`src/rtl/quad_pkg.sv`:
```
// Shared types and Gray-code decode helpers for the quadrature step decoder.
// Step direction follows the up sequence 00->10->11->01->00.
package quad_pkg;

    typedef enum logic {
        INIT  = 1'b0,
        TRACK = 1'b1
    } qd_state_t;

    localparam logic [1:0] QD_S00 = 2'b00;
    localparam logic [1:0] QD_S10 = 2'b10;
    localparam logic [1:0] QD_S11 = 2'b11;
    localparam logic [1:0] QD_S01 = 2'b01;

    typedef struct packed {
        logic legal;
        logic illegal;
        logic dir;
    } qd_dec_t;

    function automatic logic [1:0] qd_next_up(input logic [1:0] s);
        logic [1:0] n;
        case (s)
            QD_S00:  n = QD_S10;
            QD_S10:  n = QD_S11;
            QD_S11:  n = QD_S01;
            default: n = QD_S00;
        endcase
        return n;
    endfunction

    function automatic qd_dec_t qd_dir(input logic [1:0] prev, input logic [1:0] cur);
        qd_dec_t    d;
        logic [1:0] diff;
        diff      = prev ^ cur;
        d.legal   = (diff == 2'b01) || (diff == 2'b10);
        d.illegal = (diff == 2'b11);
        d.dir     = (cur == qd_next_up(prev));
        return d;
    endfunction

endpackage

```
`src/rtl/quad_input_filter.sv`:
```
// Per-channel synchroniser followed by a persistence filter; a new level is
// accepted once it has been seen on FILT_CYCLES consecutive synchronised cycles.
module quad_input_filter #(
    parameter int unsigned SYNC_STAGES = 2,
    parameter int unsigned FILT_CYCLES = 4
) (
    input  logic clk,
    input  logic reset,
    input  logic i_raw,
    output logic o_level,
    output logic o_idle
);

    localparam logic [3:0] LP_LAST = 4'(FILT_CYCLES - 1);

    logic [SYNC_STAGES-1:0] r_sync;
    logic [3:0]             r_cnt;
    logic                   r_level;
    logic                   w_s;

    assign w_s = r_sync[SYNC_STAGES-1];

    always_ff @(posedge clk or posedge reset) begin
        if (reset) begin
            r_sync <= '0;
        end else begin
            r_sync <= {r_sync[SYNC_STAGES-2:0], i_raw};
        end
    end

    always_ff @(posedge clk or posedge reset) begin
        if (reset) begin
            r_cnt   <= '0;
            r_level <= 1'b0;
        end else if (w_s == r_level) begin
            r_cnt <= '0;
        end else if (r_cnt == LP_LAST) begin
            // the edge that would take the count to FILT_CYCLES commits the level
            r_level <= w_s;
            r_cnt   <= '0;
        end else begin
            r_cnt <= r_cnt + 4'd1;
        end
    end

    assign o_level = r_level;
    assign o_idle  = (r_cnt == '0) && (w_s == r_level);

endmodule

```
`src/rtl/quad_step_decoder.sv`:
```
// Quadrature A/B decoder: filtered Gray-code tracking producing a step strobe,
// a direction level and a saturating count of illegal double transitions.
module quad_step_decoder
    import quad_pkg::*;
#(
    parameter int unsigned SYNC_STAGES = 2,
    parameter int unsigned FILT_CYCLES = 4,
    parameter int unsigned ERR_W       = 8
) (
    input  logic             clk,
    input  logic             reset,
    input  logic             a_in,
    input  logic             b_in,
    input  logic             en,
    input  logic             clr_err,
    output logic             step,
    output logic             up,
    output logic             err,
    output logic [ERR_W-1:0] err_cnt
);

    localparam logic [3:0] LP_INIT_WAIT = 4'(FILT_CYCLES);

    qd_state_t        r_state, w_state_nxt;
    logic [1:0]       r_s, r_prev, w_prev_nxt;
    logic [3:0]       r_init_cnt;
    logic             r_step, w_step_nxt;
    logic             r_up, w_up_nxt;
    logic             r_err, w_err_nxt;
    logic [ERR_W-1:0] r_err_cnt, w_err_cnt_nxt;
    logic             w_a_f, w_b_f, w_a_idle, w_b_idle;
    logic [1:0]       w_s;
    logic             w_init_done;
    qd_dec_t          w_dec;

    quad_input_filter #(
        .SYNC_STAGES(SYNC_STAGES),
        .FILT_CYCLES(FILT_CYCLES)
    ) u_filt_a (
        .clk    (clk),
        .reset  (reset),
        .i_raw  (a_in),
        .o_level(w_a_f),
        .o_idle (w_a_idle)
    );

    quad_input_filter #(
        .SYNC_STAGES(SYNC_STAGES),
        .FILT_CYCLES(FILT_CYCLES)
    ) u_filt_b (
        .clk    (clk),
        .reset  (reset),
        .i_raw  (b_in),
        .o_level(w_b_f),
        .o_idle (w_b_idle)
    );

    assign w_s         = {w_a_f, w_b_f};
    assign w_init_done = (r_init_cnt == LP_INIT_WAIT);
    assign w_dec       = qd_dir(r_prev, r_s);

    always_ff @(posedge clk or posedge reset) begin
        if (reset) begin
            r_state    <= INIT;
            r_s        <= '0;
            r_prev     <= '0;
            r_init_cnt <= '0;
            r_step     <= 1'b0;
            r_up       <= 1'b1;
            r_err      <= 1'b0;
            r_err_cnt  <= '0;
        end else begin
            r_state    <= w_state_nxt;
            r_s        <= w_s;
            r_prev     <= w_prev_nxt;
            r_init_cnt <= w_init_done ? r_init_cnt : r_init_cnt + 4'd1;
            r_step     <= w_step_nxt;
            r_up       <= w_up_nxt;
            r_err      <= w_err_nxt;
            r_err_cnt  <= w_err_cnt_nxt;
        end
    end

    always_comb begin
        w_state_nxt   = r_state;
        w_prev_nxt    = r_prev;
        w_step_nxt    = 1'b0;
        w_up_nxt      = r_up;
        w_err_nxt     = 1'b0;
        w_err_cnt_nxt = r_err_cnt;
        case (r_state)
            INIT: begin
                // baseline taken from the live filter levels so r_s and r_prev agree on entry to TRACK
                w_prev_nxt = w_s;
                if (w_init_done && w_a_idle && w_b_idle) begin
                    w_state_nxt = TRACK;
                end
            end
            TRACK: begin
                w_prev_nxt = r_s;
                if (w_dec.legal) begin
                    w_step_nxt = en;
                    w_up_nxt   = w_dec.dir;
                end else if (w_dec.illegal) begin
                    w_err_nxt = en;
                    if (en && (r_err_cnt != '1)) begin
                        w_err_cnt_nxt = r_err_cnt + ERR_W'(1);
                    end
                end
            end
            default: w_state_nxt = INIT;
        endcase
        if (clr_err) begin
            w_err_cnt_nxt = '0;
        end
    end

    assign step    = r_step;
    assign up      = r_up;
    assign err     = r_err;
    assign err_cnt = r_err_cnt;

endmodule

```
`config.mk`:
```
export PLATFORM = sky130hd
export DESIGN_NAME = quad_step_decoder
export DESIGN_NICKNAME = d
export VERILOG_FILES = /design/src/rtl/quad_pkg.sv /design/src/rtl/quad_input_filter.sv /design/src/rtl/quad_step_decoder.sv
export SDC_FILE = /design/constraint.sdc
export NUM_CORES = 1
export LEC_CHECK = 0
export CORE_MARGIN = 2
export CORE_UTILIZATION = 40
export CTS_BUF_LIST = sky130_fd_sc_hd__clkbuf_8 sky130_fd_sc_hd__clkbuf_16
export CTS_CLUSTER_SIZE = 20
export DETAILED_ROUTE_END_ITERATION = 6
export PLACE_DENSITY = 0.68
export SLEW_MARGIN = 30
export SYNTH_ARGS = -nofsm -noshare
export SYNTH_HDL_FRONTEND = slang
export SYNTH_SLANG_ARGS = --single-unit
export TNS_END_PERCENT = 30
```
`constraint.sdc`:
```
create_clock -name clk -period 1.8 [get_ports clk]
set_clock_uncertainty 0.05 [all_clocks]
set_input_delay 0.18 -clock clk [delete_from_list [all_inputs] [get_ports clk]]
set_output_delay 0.18 -clock clk [all_outputs]
set_load 0.02 [all_outputs]
```
==> results_dict.tcl, run 1 <==
set metrics [dict create \
    status "complete, but fails checks" \
    violations "setup timing" \
    synthAdderAreaFrac_pct 6.34 \
    slew_violations 0 \
    hold_viol_final 0 \
    ir_drop_mv 0.665 \
    die_w_um 66.8 \
    fmax_ghz 0.547 \
    synth_area_leaders "dfrtp_1 52%, ha_1 6.3%, mux2_2 4.3%" \
    n_fill_cell 333 \
    worst_r2r_path_depth 6 \
    syn_to_final_growth_pct 25.5 \
    io_buffer_count 16 \
    r2r_end "err_cnt[6]$_DFFE_PP0P_" \
    antenna_left 0 \
    synth-compound-area-share_pct 8.64 \
    drc_errors 0 \
    wire_per_inst_um 13.4 \
    tns_ns -0.0359 \
    highest_layer "met3" \
    cp_slowest_cell "dfrtp_1" \
    hpwl_um 1980 \
    path_delay_family "flip-flops" \
    yosysWarnings 0 \
    dr_wl_met2_um 1540 \
    synth-seq-area-share_pct 54.0 \
    dr.pass1.iters 4 \
    cpPeakStageDelay_ns 0.39 \
    routabilityCongestion 0.876 \
    total_power_w 0.00255 \
    overflow 0 \
    worstSetupEndpointType "flop" \
    die-height_um 66.8 \
    vias 1098 \
    drive_gt1_share_pct 18.1 \
    worstMarginPinSlew_ns 0.443 \
    synthXorXnorAreaFrac_pct 5.00 \
    wl_met1_um 1240 \
    netlist_instances 135 \
    finalWorstSetupSlack_ns -0.0268 \
    clock-sinks 34 \
    rsz0062_at_grt "yes" \
    syn_nets 149 \
    yosysTopAreaCell "dfrtp_1" \
    synth_seq_cells 34 \
    routed_wl_um 2870 \
    slew_headroom_pct 70.4 \
    worst-path-buf-inv 1 \
    synth.area.mux_share_pct 5.63 \
    synth_top_family_by_area "simple AND/OR/NAND/NOR gates" \
    htreeDepth 2 \
    grtUsageTotal_pct 14.3 \
    power_leakage_nw 0.904 \
    setup_viol 2 \
    period_share_pct 101 \
    antenna_found_initial 0 \
    start_kind "flop" \
    initial_utilization_pct 42.5 \
    synth_top_area_share_pct 52.3 \
    min_path_type "primary input to async pin" \
    cp.arrival_ns 1.94 \
    worstPathRequired_ns 1.92 \
    coreArea_um2 3720 \
    clockBufferDepth 2 \
    critPathKind "flop to flop" \
    viasPerCell 5.13 \
    synth_area_um2 1580 \
    num_rows 22 \
    antennaDiodeCount 0 \
    synth-simple-area-share_pct 18.0 \
    path_clk_slew_ns 0.07 \
    numCtsBuffers 5 \
    drt_iter0_drc 59 \
    met3_wirelength_um 87 \
    maxCapViolations 0 \
    grt_max_degree 35 \
    avgSynthCellArea_um2 11.7 \
    clk_latency_ns 0.28 \
    grt_pass1_wl_um 4770 \
    power.density_nw_per_um2 1290 \
    io_pins 17 \
    cts_tree "built" \
    period_needed_ns 1.83 \
    root_buffer "clkbuf_8" \
    cp_cell_sequence "xor2_1, ha_1, nand4b_4, inv_2, nand4_1, mux2_4" \
    ff2ff_setup_slack_ns -0.03 \
    dieArea_um2 4460 \
    nets 181 \
    synth_cell_type_count 35 \
    grt_pass1_vias 1130 \
    cp_max_fo 5 \
    reg2reg_from "r_s[1]$_DFF_PP0_" \
]
==> report_power, final <==
group | internal, W | switching [W] | leakage (nW) | total [W]
combinational | 0.000534 | 0.000414 | 0.425 | 0.000948
sequential | 0.000931 | 0.000134 | 0.435 | 0.00106
clock | 0.000294 | 0.000245 | 0.0431 | 0.000540
total | 0.00176 | 0.000792 | 0.904 | 0.00255
==> cell type report <==
class                           count  area, um^2  area share [%]
Sequential cell                    34         852            43.0
Inverter                            9        33.8            1.71
Timing Repair Buffer               26         235            11.9
Clock buffer                        6        82.6            4.17
Tap cell                           48        60.1            3.03
Multi-Input combinational cell     91         716            36.2
==> stage by stage <==
step | utilization, % | cell area, um^2 | std cells | setup WS (ns) | hold WS (ns)
after floorplan | - | 1580 | 135 | 0.0118 | 0.161
after global placement | 49.9 | 1850 | 206 | 0.0296 | 0.284
after detailed placement | 49.9 | 1850 | 206 | -0.0500 | 0.292
after CTS | 52.2 | 1940 | 212 | 0.00220 | 0.253
after global routing | 53.3 | 1980 | 214 | -0.0816 | 0.274
final | 53.3 | 1980 | 214 | -0.0268 | 0.247
==> cells by family after synthesis <==
family | count (synthesis)
AO/OA/AOI/OAI | 20
flip-flops | 34
buffers and inverters | 10
XOR/XNOR | 9
multiplexers | 8
AND/OR/NAND/NOR | 46
adder cells (fa/ha/maj) | 8
==> worst max path at each step <==
| stage | from | endpoint | depth (start not counted) |
|---|---|---|---|
| 6_report | r_s[1]$_DFF_PP0_ | err_cnt[6]$_DFFE_PP0P_ | 6 |
| 5_1_grt | r_prev[0]$_DFF_PP0_ | err_cnt[6]$_DFFE_PP0P_ | 6 |
| 4_1_cts | r_s[0]$_DFF_PP0_ | err_cnt[5]$_DFFE_PP0P_ | 5 |
| 3_5_place_dp | r_s[0]$_DFF_PP0_ | err_cnt[0]$_DFFE_PP0P_ | 5 |
| 3_3_place_gp | r_s[0]$_DFF_PP0_ | err_cnt[0]$_DFFE_PP0P_ | 5 |
| 2_1_floorplan | r_s[0]$_DFF_PP0_ | err_cnt[0]$_DFFE_PP0P_ | 5 |
==> state kept, by name, indices dropped and copies added (netlist names) <==
name              cells
r_prev                2
u_filt_a.r_cnt        4
err                   1
step                  1
u_filt_a.o_level      1
up                    1
u_filt_a.r_sync       2
err_cnt               8
r_s                   2
u_filt_b.o_level      1
u_filt_b.r_sync       2
r_state               1
u_filt_b.r_cnt        4
r_init_cnt            4
==> Yosys cell counts <==
library cell / n
inv_1: 8
a21oi_1: 7
nor2_1: 8
nand4b_4: 1
nand2_1: 6
o21a_1: 1
and3_2: 1
a21boi_0: 1
nand3_1: 5
clkbuf_1: 1
a41o_2: 1
nand2b_1: 5
mux2i_1: 1
dfrtp_1: 33
inv_2: 1
mux2_2: 6
mux2_1: 1
o31ai_1: 1
dfstp_2: 1
a311oi_1: 3
a31oi_1: 1
and4b_1: 1
ha_1: 8
xnor2_1: 4
xor2_1: 5
nor3_1: 2
and3_1: 3
o21ai_0: 1
nor2b_1: 6
a21o_1: 1
and4_1: 3
nand3b_1: 3
nor4_2: 1
a211oi_1: 3
nand4_1: 1
==> worst min-delay path, cell delays in order <==
cell and delay [ns]:
clkdlybuf4s50_1 0.39, inv_1 0.05, buf_4 0.38
==> layout by cell type, fill, tap and decap left out, types with 2 or more instances in the layout <==
master,n
nor2b_1,6
xor2_1,5
and4_1,3
buf_4,10
nor3_1,2
nand2_1,6
dfrtp_1,33
ha_1,8
nand2b_1,5
mux2_2,5
nand3_1,5
a21oi_1,6
a311oi_1,3
inv_1,8
and3_1,3
clkbuf_8,6
xnor2_1,4
nor2_1,8
mux2_4,2
clkdlybuf4s50_1,16
nand3b_1,3
a211oi_1,3
==> repair_timing <==
action	in CTS	in global routing
endpoints found under the setup margin	1	6
pin swaps	0	5
setup buffers	0	2
resized for setup	1	4
hold buffers	0	0
==> routing by layer <==
metal / vias up / GRT usage, %
met4: 0 / 4.59
met5: - / 0
li1: 534 / -
met3: 0 / 5.07
met1: 546 / 16.4
met2: 18 / 24.9
(Power assumes the default switching activity.)
==> inputs of run 2 (changes only) <==
PLACE_DENSITY = 0.66   (was 0.68)
clock period = 1.95 ns   (was 1.8 ns; I/O delays follow)
==> run 2 against run 1 <==
  * Maximum frequency decreased by 4.1%
  * Clock power fell by 4.1%
  * Die area unchanged
  * Via count fell by 3.3%
  * The flow now finishes without violations
  * Critical path depth did not move
  * Non-clock buffer count fell by 8
  * Register-to-register slack better by 0.07 ns
  * Largest cell class unchanged
  * Sequential power fell by 6%
  * Critical endpoint unchanged
  * Combinational power is 27% lower
==> results_dict.tcl, run 2 (synthesis gave the netlist of run 1 again) <==
set metrics [dict create \
    maxCapViolations 0 \
    drive_gt1_share_pct 14.4 \
    whs_ns 0.248 \
    routabilityCongestion 0.859 \
    cts_tree "built" \
    rsz0062_at_grt "yes" \
    antenna_found_initial 0 \
    fmax_ghz 0.525 \
    grt_max_degree 35 \
    period_share_pct 97.7 \
    period_needed_ns 1.90 \
    drt_iter0_drc 33 \
    clk_latency_ns 0.28 \
    worstMarginPinSlew_ns 0.421 \
    n_fill_cell 331 \
    setup_viol 0 \
    nets 173 \
    dp.cells 200 \
    cpPeakStageDelay_ns 0.41 \
    dp_slack_ns -0.0155 \
    worstSetupEndpointType "flop" \
    syn_to_final_growth_pct 21.6 \
    p_seq_share_pct 45.2 \
    status "finished, final reports clean" \
    switchingPower_w 0.000706 \
    cp_max_fo 8 \
    coreArea_um2 3720 \
    dr.pass1.iters 4 \
    root_buffer "clkbuf_8" \
    design_area_um2 1920 \
    cp_cell_sequence "xor2_1, ha_1, nand4b_4, inv_4, nand4_1, mux2_4" \
    placed_area_um2 1810 \
    htreeDepth 2 \
    layoutNonFillerInstCount 208 \
    critPathKind "flop to flop" \
    slew_violations 0 \
    clock-sinks 34 \
    total_power_w 0.00221 \
    min_path_type "primary input to async pin" \
    seqCellArea_um2 852 \
    overflow 0 \
    cts_setup_buffers 0 \
    antennaDiodeCount 0 \
    grtUsageTotal_pct 14.4 \
    power.density_nw_per_um2 1150 \
    viasPerCell 5.11 \
    ir_drop_mv 0.501 \
    io_buffer_count 16 \
    grt_pass1_wl_um 4750 \
    worstPathRequired_ns 2.07 \
    vias 1062 \
    cp.arrival_ns 2.02 \
    multiInputGateArea_um2 704 \
    largest_reg_flops 8 \
    dieArea_um2 4460 \
    internal_power_w 0.00151 \
    slew_headroom_pct 71.7 \
    wire_per_inst_um 12.9 \
    clockBufferDepth 2 \
    clkPwrFrac_pct 23.4 \
    die-height_um 66.8 \
    io_pins 17 \
    finalWorstSetupSlack_ns 0.0450 \
    hpwl_um 1860 \
    cp_slowest_cell "dfrtp_1" \
    start_kind "flop" \
    initial_utilization_pct 42.5 \
    final_cell_mix "33 x dfrtp_1, 16 x clkdlybuf4s50_1, 9 x inv_1, 8 x nor2_1, 8 x ha_1" \
    final_common_cell "dfrtp_1" \
    grt_pass1_vias 1041 \
    comb_power_share_pct 31.4 \
    antenna_left 0 \
    drc_errors 0 \
    routed_wl_um 2690 \
    power_leakage_nw 0.867 \
    path_clk_slew_ns 0.07 \
    num_rows 22 \
    numCtsBuffers 5 \
    die_w_um 66.8 \
    switching_share_pct 31.9 \
    hold_viol_final 0 \
    cts_hold_buf 0 \
]
## run 2: cell types whose count changed in the layout (fill, tap and decap cells not counted), sizes merged
cell,previous run,this run
buf,10,2
clkinv,0,1
inv,9,10
## run 2: power groups by stage
stage / Sequential [W] / Combinational (W) / Clock (W)
6_report: 0.00100 / 0.000696 / 0.000518
5_1_grt: 0.00103 / 0.000786 / 0.000579
4_1_cts: 0.00101 / 0.000698 / 0.000537
3_5_place_dp: 0.00102 / 0.000690 / 0
3_3_place_gp: 0.00100 / 0.000676 / 0
2_1_floorplan: 0.00102 / 0.000475 / 0
## run 2: layer usage
metal / wire length, um / share of wire, % / global-route usage, % / up-vias
met5: 0 / 0 / 0 / -
li1: - / - / - / 521
met4: 13 / 0.48 / 4.59 / 0
met2: 1340 / 50 / 23.3 / 19
met1: 1210 / 45 / 17.3 / 520
met3: 128 / 4.8 / 6.25 / 2
## run 2: worst max-delay path, delay by kind of cell (launching register included)
| kind | cells | cell delay, ns |
|---|---|---|
| adders and majority gates | 1 | 0.32 |
| and+or+nand+nor | 2 | 0.38 |
| muxes | 1 | 0.32 |
| buffers and inverters | 1 | 0.14 |
| DFF | 1 | 0.41 |
| xor gates and xnor gates | 1 | 0.17 |
## run 2: cell type report
class                           count  area share [%]
Sequential cell                    34            44.4
Multi-Input combinational cell     91            36.7
Tap cell                           48            3.13
Inverter                            9            1.89
Timing Repair Buffer               18            9.13
Clock buffer                        6            4.30
Clock inverter                      2           0.456
## run 2: final timing paths
kind | startpoint | end | slack, ns | depth (start not counted)
setup / recovery | r_prev[1]$_DFF_PP0_ | err_cnt[6]$_DFFE_PP0P_ | 0.05 | 6
setup reg to reg | r_prev[1]$_DFF_PP0_ | err_cnt[6]$_DFFE_PP0P_ | 0.05 | 6
hold / removal | reset | u_filt_b.o_level$_DFFE_PP0P_ | 0.25 | 3
min in group clk | b_in | u_filt_b.r_sync[0]$_DFF_PP0_ | 0.30 | 1
hold reg to reg | u_filt_a.r_sync[0]$_DFF_PP0_ | u_filt_a.r_sync[1]$_DFF_PP0_ | 0.30 | 0
max in group asynchronous | reset | up$_DFFE_PP1P_ | 1.28 | 3
## run 2: metrics by stage
step,TNS (ns),utilization [%]
2_1_floorplan,0,-
3_3_place_gp,0,48.7
3_5_place_dp,-0.0155,48.7
4_1_cts,0,51.4
5_1_grt,-0.0326,51.6
6_report,0,51.6
## run 2: what timing repair did
item | CTS | global route
gates resized for setup | 1 | 3
endpoints found under the setup margin | 1 | 4
pin swaps | 1 | 1
gates cloned | 0 | 0
==> inputs of run 3 (changes only) <==
SKIP_CTS_REPAIR_TIMING = 1   (was not set)
==> run 3 against run 2 <==
  * Total power up 0.64%
  * Sequential share of layout area decreased by 0.17 points
  * Maximum frequency about the same
  * Critical endpoint unchanged
  * Highest routed layer unchanged
  * Critical path type unchanged
==> results_dict.tcl, run 3 (synthesis gave the netlist of run 1 again) <==
set metrics [dict create \
    cp_cell_sequence "xor2_1, ha_1, nand4b_4, inv_4, nand4_1, mux2_4" \
    worstSetupEndpointType "flop" \
    antenna_found_initial 0 \
    die_w_um 66.8 \
    slew_headroom_pct 71.7 \
    ir_drop_mv 0.501 \
    dp_slack_ns -0.0155 \
    grt_pass1_wl_um 4760 \
    clk_latency_ns 0.28 \
    setup_viol 0 \
    io_buffer_count 16 \
    nets 174 \
    viasPerCell 5.13 \
    drive_gt1_share_pct 14.9 \
    period_share_pct 97.6 \
    status "finished, final reports clean" \
    critPathKind "flop to flop" \
    start_kind "flop" \
    antennaDiodeCount 0 \
    period_needed_ns 1.90 \
    wire_per_inst_um 12.8 \
    design_area_um2 1930 \
    routabilityCongestion 0.859 \
    largest_reg_flops 8 \
    path_clk_slew_ns 0.07 \
    cp.arrival_ns 2.02 \
    hold_viol_final 0 \
    fmax_ghz 0.525 \
    slew_violations 0 \
    placed_area_um2 1810 \
    cp_max_fo 8 \
    vias 1073 \
    power.density_nw_per_um2 1160 \
    use_met3_pct 6.25 \
    dieArea_um2 4460 \
    cp_slowest_cell "dfrtp_1" \
    finalWorstSetupSlack_ns 0.0461 \
    grt_pass1_vias 1044 \
    dr.pass1.iters 4 \
    routed_wl_um 2690 \
    hpwl_um 1860 \
    min_path_type "primary input to async pin" \
    grt_util_met2_pct 23.4 \
    clock-sinks 34 \
    num_rows 22 \
    syn_to_final_growth_pct 22.1 \
    htreeDepth 2 \
    met1_usage_pct 17.3 \
    drt_iter0_drc 65 \
    total_power_w 0.00223 \
    final_common_cell "dfrtp_1" \
    grt.busiest_layer "met2" \
    numCtsBuffers 5 \
    worstMarginPinSlew_ns 0.421 \
    tns_ns 0 \
    antenna_left 0 \
    power_leakage_nw 0.871 \
    io_pins 17 \
    grt_max_degree 35 \
    n_fill_cell 330 \
    clockBufferDepth 2 \
    root_buffer "clkbuf_8" \
    dp.cells 200 \
    maxCapViolations 0 \
    final_cell_mix "33 x dfrtp_1, 16 x clkdlybuf4s50_1, 9 x inv_1, 8 x nor2_1, 8 x ha_1" \
    drc_errors 0 \
    grtUsageTotal_pct 14.5 \
    worstPathRequired_ns 2.07 \
    initial_utilization_pct 42.5 \
    rsz0062_at_grt "yes" \
    die-height_um 66.8 \
    cpPeakStageDelay_ns 0.41 \
    layoutNonFillerInstCount 209 \
    cts_tree "built" \
    overflow 0 \
    coreArea_um2 3720 \
]
## run 3: changes by cell type in the layout (fill, tap and decap cells not counted), sizes merged
cell  delta
buf      +1
## run 3: worst max-delay path, delay by kind of cell, from the launching register on
kind | cells | cell delay [ns]
and+or+nand+nor | 2 | 0.38
buffers and inverters | 1 | 0.14
DFF | 1 | 0.41
xor gates and xnor gates | 1 | 0.17
adders and majority gates | 1 | 0.32
muxes | 1 | 0.32
## run 3: cell type report
class                      count  area, um^2  area share, %
multi-input combinational     91         704           36.6
inverter                       9        36.3           1.88
clock inverter                 2        8.76          0.455
tap                           48        60.1           3.12
sequential                    34         852           44.2
clock buffer                   6        82.6           4.29
timing repair buffer          19         183           9.48
## run 3: where the power goes
group / switching (W) / total (W) / internal, W
registers: 0.000142 / 0.00100 / 0.000859
clock network: 0.000241 / 0.000521 / 0.000279
logic: 0.000328 / 0.000708 / 0.000380
total: 0.000710 / 0.00223 / 0.00152
## run 3: metrics by stage
step                utilization (%)  hold slack (ns)
floorplan                         -            0.176
global placement               48.7            0.283
detailed placement             48.7            0.287
CTS                            51.1            0.261
global route                   51.9            0.271
finish                         51.9            0.249
## run 3: worst paths after layout
kind / from / end / slack [ns] / depth (start not counted)
worst min-delay path: reset / u_filt_b.o_level$_DFFE_PP0P_ / 0.25 / 3
max in group asynchronous: reset / up$_DFFE_PP1P_ / 1.27 / 3
min in group clk: b_in / u_filt_b.r_sync[0]$_DFF_PP0_ / 0.30 / 1
worst max-delay path: r_prev[1]$_DFF_PP0_ / err_cnt[6]$_DFFE_PP0P_ / 0.05 / 6
worst min register to register: u_filt_a.r_sync[0]$_DFF_PP0_ / u_filt_a.r_sync[1]$_DFF_PP0_ / 0.30 / 0
worst max register to register: r_prev[1]$_DFF_PP0_ / err_cnt[6]$_DFFE_PP0P_ / 0.05 / 6
## run 3: routing by layer
metal  wire length, um  vias to the layer above  share of wire, %
met4                13                        0              0.48
met2              1340                       25                50
met1              1200                      523                45
li1                  -                      523                 -
met3               134                        2               5.0
met5                 0                        -                 0
